--- src/rtl/hazard_controller_pkg.sv ---
// hazard_controller_pkg
// Shared definitions for the pipeline hazard controller:
//   state_t  - FSM state encoding (RUN/STALL/HALT)
//   FWD_*    - ALU operand forwarding select codes
//   PC_SEQ   - pc_src value meaning "sequential fetch, no redirect"
package hazard_controller_pkg;

  typedef enum logic [1:0] {
    ST_RUN   = 2'b00,
    ST_STALL = 2'b01,
    ST_HALT  = 2'b10
  } state_t;

  localparam logic [1:0] FWD_RF  = 2'b00;
  localparam logic [1:0] FWD_WB  = 2'b01;
  localparam logic [1:0] FWD_MEM = 2'b10;

  localparam logic [1:0] PC_SEQ  = 2'b00;

endpackage

--- src/rtl/hazard_controller_fwd_select.sv ---
// fwd_select
// Combinational forwarding priority mux for one ALU operand.
// Ports:
//   i_src            - register address read by the instruction in IF/ID
//   i_mem_rd         - destination held in EX/MEM
//   i_mem_reg_write  - EX/MEM writes the register file
//   i_mem_mem_or_alu - EX/MEM result comes from the ALU (0 = load)
//   i_wb_rd          - destination held in MEM/WB
//   i_wb_reg_write   - MEM/WB writes the register file
//   o_sel            - FWD_MEM / FWD_WB / FWD_RF
module fwd_select
  import hazard_controller_pkg::*;
(
  input  logic [2:0] i_src,
  input  logic [2:0] i_mem_rd,
  input  logic       i_mem_reg_write,
  input  logic       i_mem_mem_or_alu,
  input  logic [2:0] i_wb_rd,
  input  logic       i_wb_reg_write,
  output logic [1:0] o_sel
);

  // EX/MEM is the younger producer so it wins; a load in EX/MEM has no data yet.
  always_comb begin
    o_sel = FWD_RF;
    if (i_mem_reg_write && i_mem_mem_or_alu && (i_mem_rd == i_src)) begin
      o_sel = FWD_MEM;
    end else if (i_wb_reg_write && (i_wb_rd == i_src)) begin
      o_sel = FWD_WB;
    end
  end

endmodule

--- src/rtl/hazard_controller.sv ---
// hazard_controller
// Stall/flush/forwarding control for the 5-stage pipeline.
// Ports:
//   i_clk, i_rst                      - clock, async active-high reset
//   i_id_*                            - operand addresses/uses of the IF/ID instruction
//   i_ex_*, i_mem_*, i_wb_*           - destination/WB controls of ID/EX, EX/MEM, MEM/WB
//   i_mem_pc_src                      - non-zero = redirect resolved in EX/MEM
//   i_stack_overflow                  - forces a sticky halt
//   o_pc_write, o_ifid_write          - advance enables
//   o_ifid_flush, o_idex_bubble, o_exmem_flush - squash controls
//   o_fwd_a, o_fwd_b                  - operand forwarding selects
//   o_halted                          - sticky halt flag
//   o_stall_count, o_flush_count      - saturating statistics
//
// state | meaning
// RUN   | normal issue, load-use detection active
// STALL | one cycle after a load-use bubble, detection suppressed
// HALT  | stack overflow seen, pipeline frozen until reset
module hazard_controller
  import hazard_controller_pkg::*;
#(
  parameter int CNT_W = 16
)
(
  input  logic             i_clk,
  input  logic             i_rst,
  input  logic [2:0]       i_id_rs1,
  input  logic [2:0]       i_id_rs2,
  input  logic             i_id_use_rs1,
  input  logic             i_id_use_rs2,
  input  logic [2:0]       i_ex_rd,
  input  logic             i_ex_reg_write,
  input  logic             i_ex_mem_or_alu,
  input  logic [2:0]       i_mem_rd,
  input  logic             i_mem_reg_write,
  input  logic             i_mem_mem_or_alu,
  input  logic [2:0]       i_wb_rd,
  input  logic             i_wb_reg_write,
  input  logic [1:0]       i_mem_pc_src,
  input  logic             i_stack_overflow,
  output logic             o_pc_write,
  output logic             o_ifid_write,
  output logic             o_ifid_flush,
  output logic             o_idex_bubble,
  output logic             o_exmem_flush,
  output logic [1:0]       o_fwd_a,
  output logic [1:0]       o_fwd_b,
  output logic             o_halted,
  output logic [CNT_W-1:0] o_stall_count,
  output logic [CNT_W-1:0] o_flush_count
);

  state_t           r_state;
  logic             r_halted;
  logic [CNT_W-1:0] r_stall_count;
  logic [CNT_W-1:0] r_flush_count;
  logic             w_redirect;
  logic             w_load_use;

  assign w_redirect = (i_mem_pc_src != PC_SEQ);
  assign w_load_use = i_ex_reg_write && !i_ex_mem_or_alu &&
                      ((i_id_use_rs1 && (i_id_rs1 == i_ex_rd)) ||
                       (i_id_use_rs2 && (i_id_rs2 == i_ex_rd)));

  fwd_select u_fwd_a (
    .i_src            (i_id_rs1),
    .i_mem_rd         (i_mem_rd),
    .i_mem_reg_write  (i_mem_reg_write),
    .i_mem_mem_or_alu (i_mem_mem_or_alu),
    .i_wb_rd          (i_wb_rd),
    .i_wb_reg_write   (i_wb_reg_write),
    .o_sel            (o_fwd_a)
  );

  fwd_select u_fwd_b (
    .i_src            (i_id_rs2),
    .i_mem_rd         (i_mem_rd),
    .i_mem_reg_write  (i_mem_reg_write),
    .i_mem_mem_or_alu (i_mem_mem_or_alu),
    .i_wb_rd          (i_wb_rd),
    .i_wb_reg_write   (i_wb_reg_write),
    .o_sel            (o_fwd_b)
  );

  // Outputs react in the same cycle, so they are decoded from state + inputs.
  always_comb begin
    o_pc_write    = 1'b1;
    o_ifid_write  = 1'b1;
    o_ifid_flush  = 1'b0;
    o_idex_bubble = 1'b0;
    o_exmem_flush = 1'b0;
    case (r_state)
      ST_HALT: begin
        o_pc_write    = 1'b0;
        o_ifid_write  = 1'b0;
        o_idex_bubble = 1'b1;
      end
      default: begin
        if (w_redirect) begin
          o_ifid_flush  = 1'b1;
          o_idex_bubble = 1'b1;
          o_exmem_flush = 1'b1;
        end else if ((r_state == ST_RUN) && w_load_use) begin
          o_pc_write    = 1'b0;
          o_ifid_write  = 1'b0;
          o_idex_bubble = 1'b1;
        end
      end
    endcase
  end

  always_ff @(posedge i_clk or posedge i_rst) begin
    if (i_rst) begin
      r_state       <= ST_RUN;
      r_halted      <= 1'b0;
      r_stall_count <= '0;
      r_flush_count <= '0;
    end else begin
      case (r_state)
        ST_HALT: r_state <= ST_HALT;
        default: begin
          if (w_redirect) begin
            r_state <= ST_RUN;
            if (r_flush_count != '1) r_flush_count <= r_flush_count + CNT_W'(1);
          end else if ((r_state == ST_RUN) && w_load_use) begin
            r_state <= ST_STALL;
            if (r_stall_count != '1) r_stall_count <= r_stall_count + CNT_W'(1);
          end else begin
            r_state <= ST_RUN;
          end
        end
      endcase
      // Overflow overrides whatever transition was chosen above.
      if (i_stack_overflow) begin
        r_state  <= ST_HALT;
        r_halted <= 1'b1;
      end
    end
  end

  assign o_halted      = r_halted;
  assign o_stall_count = r_stall_count;
  assign o_flush_count = r_flush_count;

endmodule

--- config.mk ---
export PLATFORM = sky130hd
export DESIGN_NAME = hazard_controller
export DESIGN_NICKNAME = d
export VERILOG_FILES = /design/src/rtl/hazard_controller_pkg.sv /design/src/rtl/hazard_controller_fwd_select.sv /design/src/rtl/hazard_controller.sv
export SDC_FILE = /design/constraint.sdc
export NUM_CORES = 1
export LEC_CHECK = 0
export ABC_AREA = 1
export CAP_MARGIN = 20
export CORE_MARGIN = 3
export CORE_UTILIZATION = 40
export CTS_BUF_LIST = sky130_fd_sc_hd__clkbuf_8
export DETAILED_ROUTE_END_ITERATION = 12
export GPL_ROUTABILITY_DRIVEN = 0
export PLACE_DENSITY = 0.69
export SYNTH_ARGS = -nofsm -noshare
export SYNTH_HDL_FRONTEND = slang
export SYNTH_SLANG_ARGS = --single-unit
--- constraint.sdc ---
create_clock -name i_clk -period 2.4 [get_ports i_clk]
set_clock_uncertainty 0.2 [all_clocks]
set_input_delay 0.48 -clock i_clk [delete_from_list [all_inputs] [get_ports i_clk]]
set_output_delay 0.48 -clock i_clk [all_outputs]
set_load 0.005 [all_outputs]
==> results of run 1 <==
## what timing repair did
action                     CTS  global route
gates cloned                 0             1
setup endpoints to repair    9            26
pin swaps                    8            10
resized for setup           32            19
setup buffers                9             2
## cells in the mapped netlist, drive strengths merged (2+ instances only)
cell type	n	area share
nand2	135	0.21
inv	42	0.065
dfrtp	35	0.36
nor2	31	0.053
nand3	21	0.046
xor2	20	0.072
o21ai	14	0.043
nor3	12	0.027
nand4	10	0.028
buf	6	0.025
xnor2	6	0.022
a21oi	3	0.0062
ha	2	0.010
nor4	2	0.011
or2	2	0.0052
## state kept, by name (all words and copies together), names as in the netlist
name           flops
o_flush_count     16
o_stall_count     16
r_state            2
o_halted           1
## stage by stage
stage / hold WS, ns / instance area, um^2 / worst slack, ns / TNS, ns / std cells
4_1_cts: 0.269 / 3380 / -0.143 / -2.14 / 505
2_1_floorplan: 0.265 / 2420 / 0.520 / 0 / 345
3_3_place_gp: 0.252 / 3250 / -0.353 / -2.37 / 490
5_1_grt: 0.308 / 3430 / -0.0378 / -0.0985 / 506
6_report: 0.265 / 3430 / 0.0362 / 0 / 506
3_5_place_dp: 0.254 / 3250 / -0.361 / -2.59 / 490
## cell type report
class,count,area (um^2)
tap,72,90.1
clock buffer,6,82.6
timing repair buffer,88,862
fill,531,2250
clock inverter,1,5.00
multi-input combinational,262,1350
sequential,35,876
inverter,42,158
## per-layer routing
layer	global-route usage	up-vias	part of all wire
li1	-	1255	-
met1	0.247	1112	0.48
met2	0.302	59	0.47
met3	0.0375	4	0.041
met4	0.0409	0	0.0081
met5	0	-	0
## cells by family (layout without fill, tap and decap cells)
kind of cell | Yosys count | count (layout)
compound gates | 19 | 19
buf+inv | 48 | 137
simple gates | 215 | 215
xor+xnor | 26 | 26
fa+ha+maj | 2 | 2
flops | 35 | 35
## worst register-to-register path, stage by stage, from the launching register on
cell	delay [ns]
dfrtp_1	0.40
nor4_4	0.31
nand3_2	0.14
buf_6	0.13
buf_4	0.12
buf_4	0.12
buf_4	0.12
buf_4	0.14
nor2_4	0.16
clkbuf_16	0.17
nand2_1	0.05
nand2_1	0.05
## power groups by stage
| stage | Sequential, mW | Clock, mW | Combinational [mW] |
|---|---|---|---|
| 2_1_floorplan | 0.664 | 0 | 0.121 |
| 3_3_place_gp | 0.667 | 0 | 0.261 |
| 3_5_place_dp | 0.667 | 0 | 0.266 |
| 4_1_cts | 0.657 | 0.447 | 0.262 |
| 5_1_grt | 0.663 | 0.475 | 0.292 |
| 6_report | 0.657 | 0.430 | 0.264 |
## final timing paths
kind                                      start                            to  slack, ns  cells past startpoint
max                             i_mem_pc_src[1]                 o_exmem_flush       0.04                      4
min                        o_halted$_DFFE_PP0P_          o_halted$_DFFE_PP0P_       0.27                      1
max reg2reg                r_state[1]$_DFF_PP0_  o_stall_count[3]$_DFFE_PP0P_       0.25                     11
min reg2reg                o_halted$_DFFE_PP0P_          o_halted$_DFFE_PP0P_       0.27                      1
max in group asynchronous                 i_rst          r_state[1]$_DFF_PP0_       1.28                      3
min in group asynchronous                 i_rst  o_flush_count[3]$_DFFE_PP0P_       0.40                      3
==> metrics.json, run 1 <==
{
  "postLayoutCoreUtil": 0.604,
  "drive_above_1_share": 0.145,
  "worstPathBufferInverterCount": 2,
  "end_kind": "output port",
  "layout_common_cells": "nand2_1 (132), clkdlybuf4s50_1 (46), inv_1 (36)",
  "final_period_minus_worst_setup_slack_ns": 2.36,
  "critical_path.max_stage_delay_ns": 0.52,
  "drt-vias-per-instance": 4.80,
  "synth_area_per_cell_um2": 7.01,
  "grt_first_pass_wirelength_mm": 10.8,
  "layout_commonest_cell": "nand2_1",
  "syn-instance-count": 345,
  "io_pins": 69,
  "hold_viol": 0,
  "internal-power_mw": 0.984,
  "die_area_um2": 7020,
  "power_density_nw_per_um2": 394,
  "fp.dieH_um": 83.8,
  "synthesized_nets": 374,
  "status": "finished clean",
  "grt_max_degree": 36,
  "synth-seq-area-share": 0.362,
  "postRouteWirelength_mm": 6.28,
  "post_synth_num_cell_types": 29,
  "worst-slew-pin-transition_ns": 0.479,
  "detailedRoute.firstPassIterationCount": 4,
  "worst_hold_path_type": "reg2reg",
  "detail-route-antenna-nets": 0,
  "dieWidth_um": 83.8,
  "antenna_cells_inserted": 0,
  "post_synth_xor_area_fraction": 0.0942,
  "postSynthRegisterBits": 35,
  "count_of_clock_tree_sinks": 35,
  "cts_h_tree_depth": 2,
  "wl_per_cell_um": 12.4,
  "grt_antenna_before_repair": 0,
  "numPortBuffers": 68,
  "cts_root_buf": "clkbuf_8",
  "placementRows": 27,
  "final-max-slew-violation-count": 0,
  "fin_crit_sh": 0.985,
  "cts-hold-fix-buffers": 0,
  "rsz0062_at_grt": "yes",
  "max-clock-path-buffers": 2,
  "cpMaxStageDelayCell": "clkdlybuf4s50_1",
  "netlist_area_um2": 2420,
  "clock_network_power_share": 0.318,
  "power_frac_seq": 0.486,
  "worst_ir_drop_vdd_v": 0.000305,
  "globalRouteTotalUtil": 0.183,
  "synth_top_family_by_area": "simple AND/OR/NAND/NOR gates",
  "switching_part_of_the_total": 0.272,
  "fmax_ghz": 0.423,
  "number_of_global_route_vias_before_repair": 2359,
  "startpoint_type": "input pin",
  "synth-async-reset-ratio": 1.00,
  "via_count": 2430,
  "post-route-drc-count": 0,
  "maxCapViolations": 0,
  "path_cells": "clkdlybuf4s50_1 -> nor2_4 -> nor2_4 -> clkdlybuf4s50_1",
  "postSynth.topFlopCell": "dfrtp_1",
  "power.combinational.fraction": 0.195,
  "design_power_total_mw": 1.35,
  "p_leak_nw": 1.65,
  "critical_path.max_fanout": 4,
  "grt-ovfl-total": 0,
  "worstPathArrival_ns": 1.68,
  "synth.mux.area_fraction": 0,
  "power_switching_mw": 0.367,
  "clock_tree_from_tritoncts": "yes",
  "critPathTopFamily": "buffers and inverters",
  "synth-adder-area-share": 0.0103,
  "slew_headroom": 0.678,
  "synthesis.yosys.warnings": 0,
  "synth_compound_gate_area_share": 0.0548,
  "final-setup-viol-count": 0,
  "clk_latency_ns": 0.28,
  "dpl.hpwl_mm": 4.62,
  "initial_core_util": 0.426,
  "path_class": "in2out",
  "synth_edf_count": 0,
  "synth_simple_gate_area_frac": 0.389,
  "area_growth_pct": 41.6,
  "final_net_count": 463,
  "detailedRoute.firstIterationViolations": 106,
  "path_clk_slew_ns": 0.06,
  "cts-buffers-inserted": 5,
  "timing.critical_path.required_ns": 1.72,
  "core_region_area_um2": 5680
}
(Power assumes the default switching activity.)
==> run 2: changes to the inputs <==
--- a/config.mk
+++ b/config.mk
@@ -5,14 +5,13 @@
 export SDC_FILE = /design/constraint.sdc
 export NUM_CORES = 1
 export LEC_CHECK = 0
-export ABC_AREA = 1
 export CAP_MARGIN = 20
 export CORE_MARGIN = 3
 export CORE_UTILIZATION = 40
 export CTS_BUF_LIST = sky130_fd_sc_hd__clkbuf_8
 export DETAILED_ROUTE_END_ITERATION = 12
+export DONT_BUFFER_PORTS = 1
 export GPL_ROUTABILITY_DRIVEN = 0
-export PLACE_DENSITY = 0.69
 export SYNTH_ARGS = -nofsm -noshare
 export SYNTH_HDL_FRONTEND = slang
 export SYNTH_SLANG_ARGS = --single-unit
==> run 2 against run 1 <==
Net effect:
- via count fell by 41%
- cell count shrank 48%
- flip-flop and latch count did not move
- count of clock-buffer cells in the layout down 1
==> metrics.json, run 2 <==
{
  "ff2ff_path_depth": {"value": 6, "change": "was 11"},
  "core_region_area": {"value": 4820, "unit": "um^2", "change": "was 5680 um^2"},
  "wl_per_cell": {"value": 16.3, "unit": "um", "change": "was 12.4 um"},
  "fmax": {"value": 0.482, "unit": "GHz", "change": "was 0.423 GHz"},
  "detail-route-antenna-nets": {"value": 0, "change": "unchanged"},
  "worstPathArrival": {"value": 2.03, "unit": "ns", "change": "was 1.68 ns"},
  "postRouteWirelength": {"value": 4.29, "unit": "mm", "change": "was 6.28 mm"},
  "maxCapViolations": {"value": 0, "change": "unchanged"},
  "finish.instance_area": {"value": 2190, "unit": "um^2", "change": "was 3430 um^2"},
  "detailedRoute.firstIterationViolations": {"value": 52, "change": "was 106"},
  "startpoint_type": {"value": "flop", "change": "was input pin"},
  "grt-ovfl-total": {"value": 0, "change": "unchanged"},
  "layout_common_cells": {"value": "dfrtp_1 (35), xor2_1 (24), xnor2_1 (22)", "change": "was nand2_1 (132), clkdlybuf4s50_1 (46), inv_1 (36)"},
  "post_cts.repair.setup_buffers": {"value": 0, "change": "was 9"},
  "yosys.area.top_type_share": {"value": 0.432, "change": "was 0.362"},
  "rsz0062_at_grt": {"value": "no", "change": "was yes"},
  "final-setup-viol-count": {"value": 0, "change": "unchanged"},
  "synth_common_cells": {"value": "dfrtp_1 (35), xor2_1 (24), xnor2_1 (22), nand2_1 (17), nor2_1 (14)", "change": "was nand2_1 (133), inv_1 (39), dfrtp_1 (35), nor2_1 (28)"},
  "fin_crit_sh": {"value": 0.864, "change": "was 0.985"},
  "path_clk_slew": {"value": 0.07, "unit": "ns", "change": "was 0.06 ns"},
  "cts_h_tree_depth": {"value": 2, "change": "unchanged"},
  "dpl.hpwl": {"value": 3.35, "unit": "mm", "change": "was 4.62 mm"},
  "grt_max_degree": {"value": 36, "change": "unchanged"},
  "path_class": {"value": "reg2reg", "change": "was in2out"},
  "critical_path.max_fanout": {"value": 6, "change": "was 4"},
  "syn-instance-count": {"value": 188, "change": "was 345"},
  "netlist_area": {"value": 2030, "unit": "um^2", "change": "was 2420 um^2"},
  "initial_core_util": {"value": 0.421, "change": "was 0.426"},
  "fp.dieH": {"value": 77.2, "unit": "um", "change": "was 83.8 um"},
  "yosysMostFrequentCell": {"value": "dfrtp_1", "change": "was nand2_1"},
  "final_period_minus_worst_setup_slack": {"value": 2.07, "unit": "ns", "change": "was 2.36 ns"},
  "cts_repair_resize_count": {"value": 0, "change": "was 32"},
  "globalRouteTotalUtil": {"value": 0.148, "change": "was 0.183"},
  "end_kind": {"value": "flop", "change": "was output port"},
  "die_area": {"value": 5960, "unit": "um^2", "change": "was 7020 um^2"},
  "numPortBuffers": {"value": 0, "change": "was 68"},
  "count_of_clock_tree_sinks": {"value": 35, "change": "unchanged"},
  "largest_cells_by_area_after_synthesis": {"value": "dfrtp_1 (43%), xor2_1 (10%), xnor2_1 (9.5%)", "change": "was dfrtp_1 (36%), nand2_1 (21%), xor2_1 (7.2%)"},
  "hold_viol": {"value": 0, "change": "unchanged"},
  "post_synth_num_cell_types": {"value": 44, "change": "was 29"},
  "post-route-drc-count": {"value": 0, "change": "unchanged"},
  "slew_headroom": {"value": 0.681, "change": "was 0.678"},
  "worst_hold_path_type": {"value": "in2reg", "change": "was reg2reg"},
  "switching_part_of_the_total": {"value": 0.228, "change": "was 0.272"},
  "timing.critical_path.required": {"value": 2.36, "unit": "ns", "change": "was 1.72 ns"},
  "status": {"value": "finished clean", "change": "unchanged"},
  "internal-power": {"value": 0.815, "unit": "mW", "change": "was 0.984 mW"},
  "synth_edf_count": {"value": 0, "change": "unchanged"},
  "via_count": {"value": 1431, "change": "was 2430"},
  "worst-slew-pin-transition": {"value": 0.475, "unit": "ns", "change": "was 0.479 ns"},
  "final-max-slew-violation-count": {"value": 0, "change": "unchanged"},
  "power_frac_seq": {"value": 0.558, "change": "was 0.486"},
  "grt_antenna_before_repair": {"value": 0, "change": "unchanged"},
  "postSynth.topFlopCell": {"value": "dfrtp_1", "change": "unchanged"},
  "power_density": {"value": 483, "unit": "nW/um^2", "change": "was 394 nW/um^2"},
  "synth.largest_area_cell": {"value": "dfrtp_1", "change": "unchanged"},
  "drive_above_1_share": {"value": 0.163, "change": "was 0.145"},
  "dieWidth": {"value": 77.2, "unit": "um", "change": "was 83.8 um"},
  "max-clock-path-buffers": {"value": 2, "change": "unchanged"},
  "cts-hold-fix-buffers": {"value": 1, "change": "was 0"},
  "placement.cell_area": {"value": 2090, "unit": "um^2", "change": "was 3250 um^2"},
  "synth-async-reset-ratio": {"value": 1.00, "change": "unchanged"},
  "cts-buffers-inserted": {"value": 5, "change": "unchanged"},
  "number_of_global_route_vias_before_repair": {"value": 1486, "change": "was 2359"},
  "postLayoutCoreUtil": {"value": 0.454, "change": "was 0.604"},
  "placementRows": {"value": 25, "change": "was 27"},
  "design_power_total": {"value": 1.06, "unit": "mW", "change": "was 1.35 mW"},
  "area_growth": {"value": 7.77, "unit": "%", "change": "was 41.6%"},
  "worst_ir_drop_vdd": {"value": 0.000302, "unit": "V", "change": "was 0.000305 V"},
  "postSynthRegisterBits": {"value": 35, "change": "unchanged"},
  "filler_cell_count": {"value": 470, "change": "was 531"},
  "synthesis.yosys.warnings": {"value": 0, "change": "unchanged"},
  "synth_area_per_cell": {"value": 10.8, "unit": "um^2", "change": "was 7.01 um^2"},
  "power.combinational.fraction": {"value": 0.046, "change": "was 0.195"},
  "power_switching": {"value": 0.241, "unit": "mW", "change": "was 0.367 mW"},
  "final_net_count": {"value": 224, "change": "was 463"},
  "drt-vias-per-instance": {"value": 5.44, "change": "was 4.80"},
  "timing.setup.tns": {"value": 0, "unit": "ns", "change": "unchanged"},
  "synthesized_nets": {"value": 217, "change": "was 374"},
  "clk_latency": {"value": 0.28, "unit": "ns", "change": "about the same"},
  "clock_tree_from_tritoncts": {"value": "yes", "change": "unchanged"},
  "clock_network_power_share": {"value": 0.396, "change": "was 0.318"},
  "grt_first_pass_wirelength": {"value": 7.14, "unit": "mm", "change": "was 10.8 mm"},
  "p_leak": {"value": 0.970, "unit": "nW", "change": "was 1.65 nW"},
  "detailedRoute.firstPassIterationCount": {"value": 4, "change": "unchanged"},
  "worstHoldPathCells": {"value": 1, "change": "unchanged"},
  "io_pins": {"value": 69, "change": "unchanged"},
  "synth-seq-area-share": {"value": 0.432, "change": "was 0.362"},
  "antenna_cells_inserted": {"value": 0, "change": "unchanged"},
  "layout_commonest_cell": {"value": "dfrtp_1", "change": "was nand2_1"},
  "cts_root_buf": {"value": "clkbuf_8", "change": "unchanged"}
}
-- run 2: power groups by stage --
stage | clock [mW] | combinational [mW] | sequential, mW
6_report | 0.418 | 0.0487 | 0.589
5_1_grt | 0.462 | 0.0556 | 0.589
4_1_cts | 0.436 | 0.0501 | 0.589
3_5_place_dp | 0 | 0.0482 | 0.601
3_3_place_gp | 0 | 0.0476 | 0.601
2_1_floorplan | 0 | 0.0397 | 0.601
-- run 2: worst paths after layout --
kind                                                from                           end  slack [ns]
setup reg to reg           o_stall_count[11]$_DFFE_PP0P_  o_stall_count[5]$_DFFE_PP0P_        0.33
hold reg to reg                     o_halted$_DFFE_PP0P_          o_halted$_DFFE_PP0P_        0.31
min in group asynchronous                          i_rst  o_flush_count[7]$_DFFE_PP0P_        0.55
setup / recovery           o_stall_count[11]$_DFFE_PP0P_  o_stall_count[5]$_DFFE_PP0P_        0.33
max in group asynchronous                          i_rst  o_stall_count[5]$_DFFE_PP0P_        1.14
hold / removal                          i_stack_overflow          r_state[0]$_DFF_PP0_        0.05
-- run 2: worst max-delay path, cell delays in order (launching register included) --
cell and delay [ns]:
dfrtp_1 0.46, nand3_1 0.17, or3_1 0.41, nor2_2 0.29, buf_4 0.20, nor4_2 0.05, xor2_1 0.15
-- run 2: cell families (layout without fill, tap and decap cells) --
| kind of cell | after synthesis | in the layout | share of synthesized area |
|---|---|---|---|
| and+or+nand+nor | 86 | 86 | 0.271 |
| xor gates and xnor gates | 46 | 46 | 0.199 |
| DFF | 35 | 35 | 0.432 |
| buffers and inverters | 10 | 18 | 0.0364 |
| AOI/OAI and AO/OA | 7 | 7 | 0.0401 |
| adders and majority gates | 2 | 2 | 0.0123 |
| muxes | 2 | 2 | 0.0105 |
-- run 2: stage by stage --
stage,instances,setup slack (ns),hold slack (ns)
CTS,263,0.318,0.0436
floorplan,188,0.225,0.265
finish,263,0.325,0.0524
global route,263,0.224,0.0387
detailed placement,254,0.332,0.292
global placement,254,0.375,0.297
-- run 2: cell type report --
class | count | area [um^2] | share of cell area
flip-flops and latches | 35 | 876 | 0.400
repair buffers | 5 | 40.0 | 0.0183
well taps | 67 | 83.8 | 0.0383
clock buffers | 5 | 68.8 | 0.0315
clock inverters | 3 | 20.0 | 0.00915
inverters | 5 | 18.8 | 0.00858
multi-input cells | 143 | 1080 | 0.494
-- run 2: per-layer routing --
metal  vias up  global-route usage  routed length [um]
met5         -                   0                   0
met4         0              0.0409                  49
met3         6              0.0575                 402
met2        59               0.245                2090
met1       709               0.178                1740
li1        657                   -                   -
==> run 3: changes to the inputs <==
--- a/config.mk
+++ b/config.mk
@@ -10,8 +10,8 @@
 export CORE_UTILIZATION = 40
 export CTS_BUF_LIST = sky130_fd_sc_hd__clkbuf_8
 export DETAILED_ROUTE_END_ITERATION = 12
-export DONT_BUFFER_PORTS = 1
 export GPL_ROUTABILITY_DRIVEN = 0
+export PLACE_DENSITY = 0.72
 export SYNTH_ARGS = -nofsm -noshare
 export SYNTH_HDL_FRONTEND = slang
 export SYNTH_SLANG_ARGS = --single-unit
==> constraint.sdc (replaced) <==
create_clock -name i_clk -period 2.4 [get_ports i_clk]
set_clock_uncertainty 0.2 [all_clocks]
set_input_delay 0.72 -clock i_clk [delete_from_list [all_inputs] [get_ports i_clk]]
set_output_delay 0.72 -clock i_clk [all_outputs]
set_load 0.005 [all_outputs]
==> run 3 against run 2 <==
Net effect:
- the flow now finishes with violations (negative setup slack)
- critical path type is now in2out
- worst setup slack got worse by 0.43 ns
- critical endpoint is now o_fwd_b[0]
- sequential share of layout area fell by 12 points
- combinational power rose to 3.0 times the previous value
- largest power group unchanged
- non-clock buffer count rose by 84
- cell count rose by 32%
==> metrics.json, run 3 (synthesized netlist as in run 2, its figures left out) <==
{
  "whs": {"value": 0.284, "unit": "ns", "change": "was 0.0524 ns"},
  "numPortBuffers": {"value": 68, "change": "was 0"},
  "setup.worst_path.start": {"value": "i_mem_rd[2]", "change": "was o_stall_count[11]$_DFFE_PP0P_"},
  "worst_reg_to_reg_setup_slack": {"value": 0.39, "unit": "ns", "change": "was 0.33 ns"},
  "timing.setup.tns": {"value": -0.371, "unit": "ns", "change": "was 0 ns"},
  "fin_crit_sh": {"value": 1.04, "change": "was 0.864"},
  "critPathTopFamily": {"value": "buffers and inverters", "change": "was simple AND/OR/NAND/NOR gates"},
  "detail-route-antenna-nets": {"value": 0, "change": "unchanged"},
  "power_density": {"value": 384, "unit": "nW/um^2", "change": "was 483 nW/um^2"},
  "clk_latency": {"value": 0.28, "unit": "ns", "change": "about the same"},
  "cts_root_buf": {"value": "clkbuf_8", "change": "unchanged"},
  "grt_first_pass_wirelength": {"value": 8.50, "unit": "mm", "change": "was 7.14 mm"},
  "dpl.hpwl": {"value": 3.70, "unit": "mm", "change": "was 3.35 mm"},
  "layout_commonest_cell": {"value": "clkdlybuf4s50_1", "change": "was dfrtp_1"},
  "grt_antenna_before_repair": {"value": 0, "change": "unchanged"},
  "end_kind": {"value": "output port", "change": "was flop"},
  "via_count": {"value": 1673, "change": "was 1431"},
  "failed_checks": "negative setup slack",
  "path_clk_slew": {"value": 0.06, "unit": "ns", "change": "was 0.07 ns"},
  "antenna_cells_inserted": {"value": 0, "change": "unchanged"},
  "globalRouteTotalUtil": {"value": 0.177, "change": "was 0.148"},
  "critical_path.max_stage_delay": {"value": 0.26, "unit": "ns", "change": "was 0.46 ns"},
  "design_power_total": {"value": 1.19, "unit": "mW", "change": "was 1.06 mW"},
  "path_class": {"value": "in2out", "change": "was reg2reg"},
  "io_pins": {"value": 69, "change": "unchanged"},
  "hold_viol": {"value": 0, "change": "unchanged"},
  "layout_common_cells": {"value": "clkdlybuf4s50_1 (36), dfrtp_1 (35), xor2_1 (21)", "change": "was dfrtp_1 (35), xor2_1 (24), xnor2_1 (22)"},
  "detailedRoute.firstPassIterationCount": {"value": 4, "change": "unchanged"},
  "die_area": {"value": 5960, "unit": "um^2", "change": "unchanged"},
  "cts-buffers-inserted": {"value": 5, "change": "unchanged"},
  "worst_hold_path_type": {"value": "reg2reg", "change": "was in2reg"},
  "p_leak": {"value": 1.41, "unit": "nW", "change": "was 0.970 nW"},
  "critical_path.max_fanout": {"value": 2, "change": "was 6"},
  "final-setup-viol-count": {"value": 6, "change": "was 0"},
  "path_cells": {"value": "buf_8 -> xor2_4 -> nor4_2 -> buf_4 -> nor2_2 -> buf_2", "change": "was nand3_1 -> or3_1 -> nor2_2 -> buf_4 -> nor4_2 -> xor2_1"},
  "post-route-drc-count": {"value": 0, "change": "unchanged"},
  "worstPathBufferInverterCount": {"value": 3, "change": "was 1"},
  "detailedRoute.firstIterationViolations": {"value": 59, "change": "was 52"},
  "worst_ir_drop_vdd": {"value": 0.000366, "unit": "V", "change": "was 0.000302 V"},
  "drt-vias-per-instance": {"value": 4.82, "change": "was 5.44"},
  "count_of_clock_tree_sinks": {"value": 35, "change": "unchanged"},
  "worst-slew-pin-transition": {"value": 0.445, "unit": "ns", "change": "was 0.475 ns"},
  "worst_hold_startpoint": {"value": "o_stall_count[5]$_DFFE_PP0P_", "change": "was i_stack_overflow"},
  "dieWidth": {"value": 77.2, "unit": "um", "change": "unchanged"},
  "final-max-slew-violation-count": {"value": 0, "change": "unchanged"},
  "grt-ovfl-total": {"value": 0, "change": "unchanged"},
  "final_period_minus_worst_setup_slack": {"value": 2.50, "unit": "ns", "change": "was 2.07 ns"},
  "area_growth": {"value": 52.9, "unit": "%", "change": "was 7.77%"},
  "rsz0062_at_grt": {"value": "yes", "change": "was no"},
  "number_of_global_route_vias_before_repair": {"value": 1753, "change": "was 1486"},
  "core_region_area": {"value": 4820, "unit": "um^2", "change": "unchanged"},
  "slew_headroom": {"value": 0.703, "change": "was 0.681"},
  "grt_max_degree": {"value": 20, "change": "was 36"},
  "initial_core_util": {"value": 0.421, "change": "unchanged"},
  "worstPathArrival": {"value": 1.58, "unit": "ns", "change": "was 2.03 ns"},
  "startpoint_type": {"value": "input pin", "change": "was flop"},
  "postRouteWirelength": {"value": 4.94, "unit": "mm", "change": "was 4.29 mm"},
  "fmax": {"value": 0.399, "unit": "GHz", "change": "was 0.482 GHz"},
  "clock_tree_from_tritoncts": {"value": "yes", "change": "unchanged"},
  "drive_above_1_share": {"value": 0.318, "change": "was 0.163"},
  "cts_h_tree_depth": {"value": 2, "change": "unchanged"},
  "cpMaxStageDelayCell": {"value": "nor4_2", "change": "was dfrtp_1"},
  "placementRows": {"value": 25, "change": "unchanged"},
  "final_net_count": {"value": 308, "change": "was 224"},
  "timing.critical_path.required": {"value": 1.48, "unit": "ns", "change": "was 2.36 ns"},
  "wl_per_cell": {"value": 14.2, "unit": "um", "change": "was 16.3 um"},
  "status": {"value": "finished, violations left", "change": "was finished clean"},
  "fp.dieH": {"value": 77.2, "unit": "um", "change": "unchanged"},
  "worst_r2r_startpoint": {"value": "o_stall_count[11]$_DFFE_PP0P_", "change": "unchanged"},
  "filler_cell_count": {"value": 418, "change": "was 470"},
  "postLayoutSetupSlackWorst": {"value": -0.104, "unit": "ns", "change": "was 0.325 ns"},
  "max-clock-path-buffers": {"value": 2, "change": "unchanged"},
  "maxCapViolations": {"value": 0, "change": "unchanged"}
}
==> run 3: final timing paths <==
path                                            endpoint  cells after the start
min in group asynchronous  o_stall_count[14]$_DFFE_PP0P_                      2
hold reg to reg             o_stall_count[5]$_DFFE_PP0P_                      1
setup / recovery                              o_fwd_b[0]                      6
hold / removal              o_stall_count[5]$_DFFE_PP0P_                      1
max in group asynchronous   o_stall_count[7]$_DFFE_PP0P_                      3
setup reg to reg            o_stall_count[1]$_DFFE_PP0P_                      6
==> run 3: cell type report <==
class                      instances  area [um^2]  share of cell area
clock buffer                       7         96.3              0.0310
clock inverter                     1         3.75             0.00121
inverter                           5         18.8             0.00605
multi-input combinational        143         1210               0.391
sequential                        35          876               0.282
tap                               67         83.8              0.0270
timing repair buffer              89          811               0.261
==> run 3: report_power, final <==
part / switching [mW] / internal, mW
Clock: 0.200 / 0.258
Sequential: 0.0000000000000000206 / 0.590
Combinational: 0.0627 / 0.0821
Total: 0.263 / 0.929
==> run 3: layer usage <==
metal  global-route usage  up-vias  wire (um)
li1                     -      825          -
met1                0.225      795       2210
met2                0.301       49       2420
met3               0.0423        4        254
met4               0.0480        0         53
met5                    0        -          0
==> run 3: what timing repair did <==
| item | 4_1_cts | 5_1_grt |
|---|---|---|
| setup endpoints to repair | 16 | 9 |
| gates resized for setup | 137 | 13 |
| pin swaps | 18 | 13 |
| hold buffers | 0 | 0 |
| buffers inserted | 3 | 0 |
==> run 3: through the flow <==
step | worst slack, ns | cell area, um^2 | std cells | utilization
finish | -0.104 | 3100 | 347 | 0.644
floorplan | -0.181 | 2050 | 188 | -
detailed placement | -0.930 | 2900 | 336 | 0.603
global route | -0.149 | 3100 | 347 | 0.644
CTS | -0.0926 | 3090 | 347 | 0.641
global placement | -0.926 | 2900 | 336 | 0.603
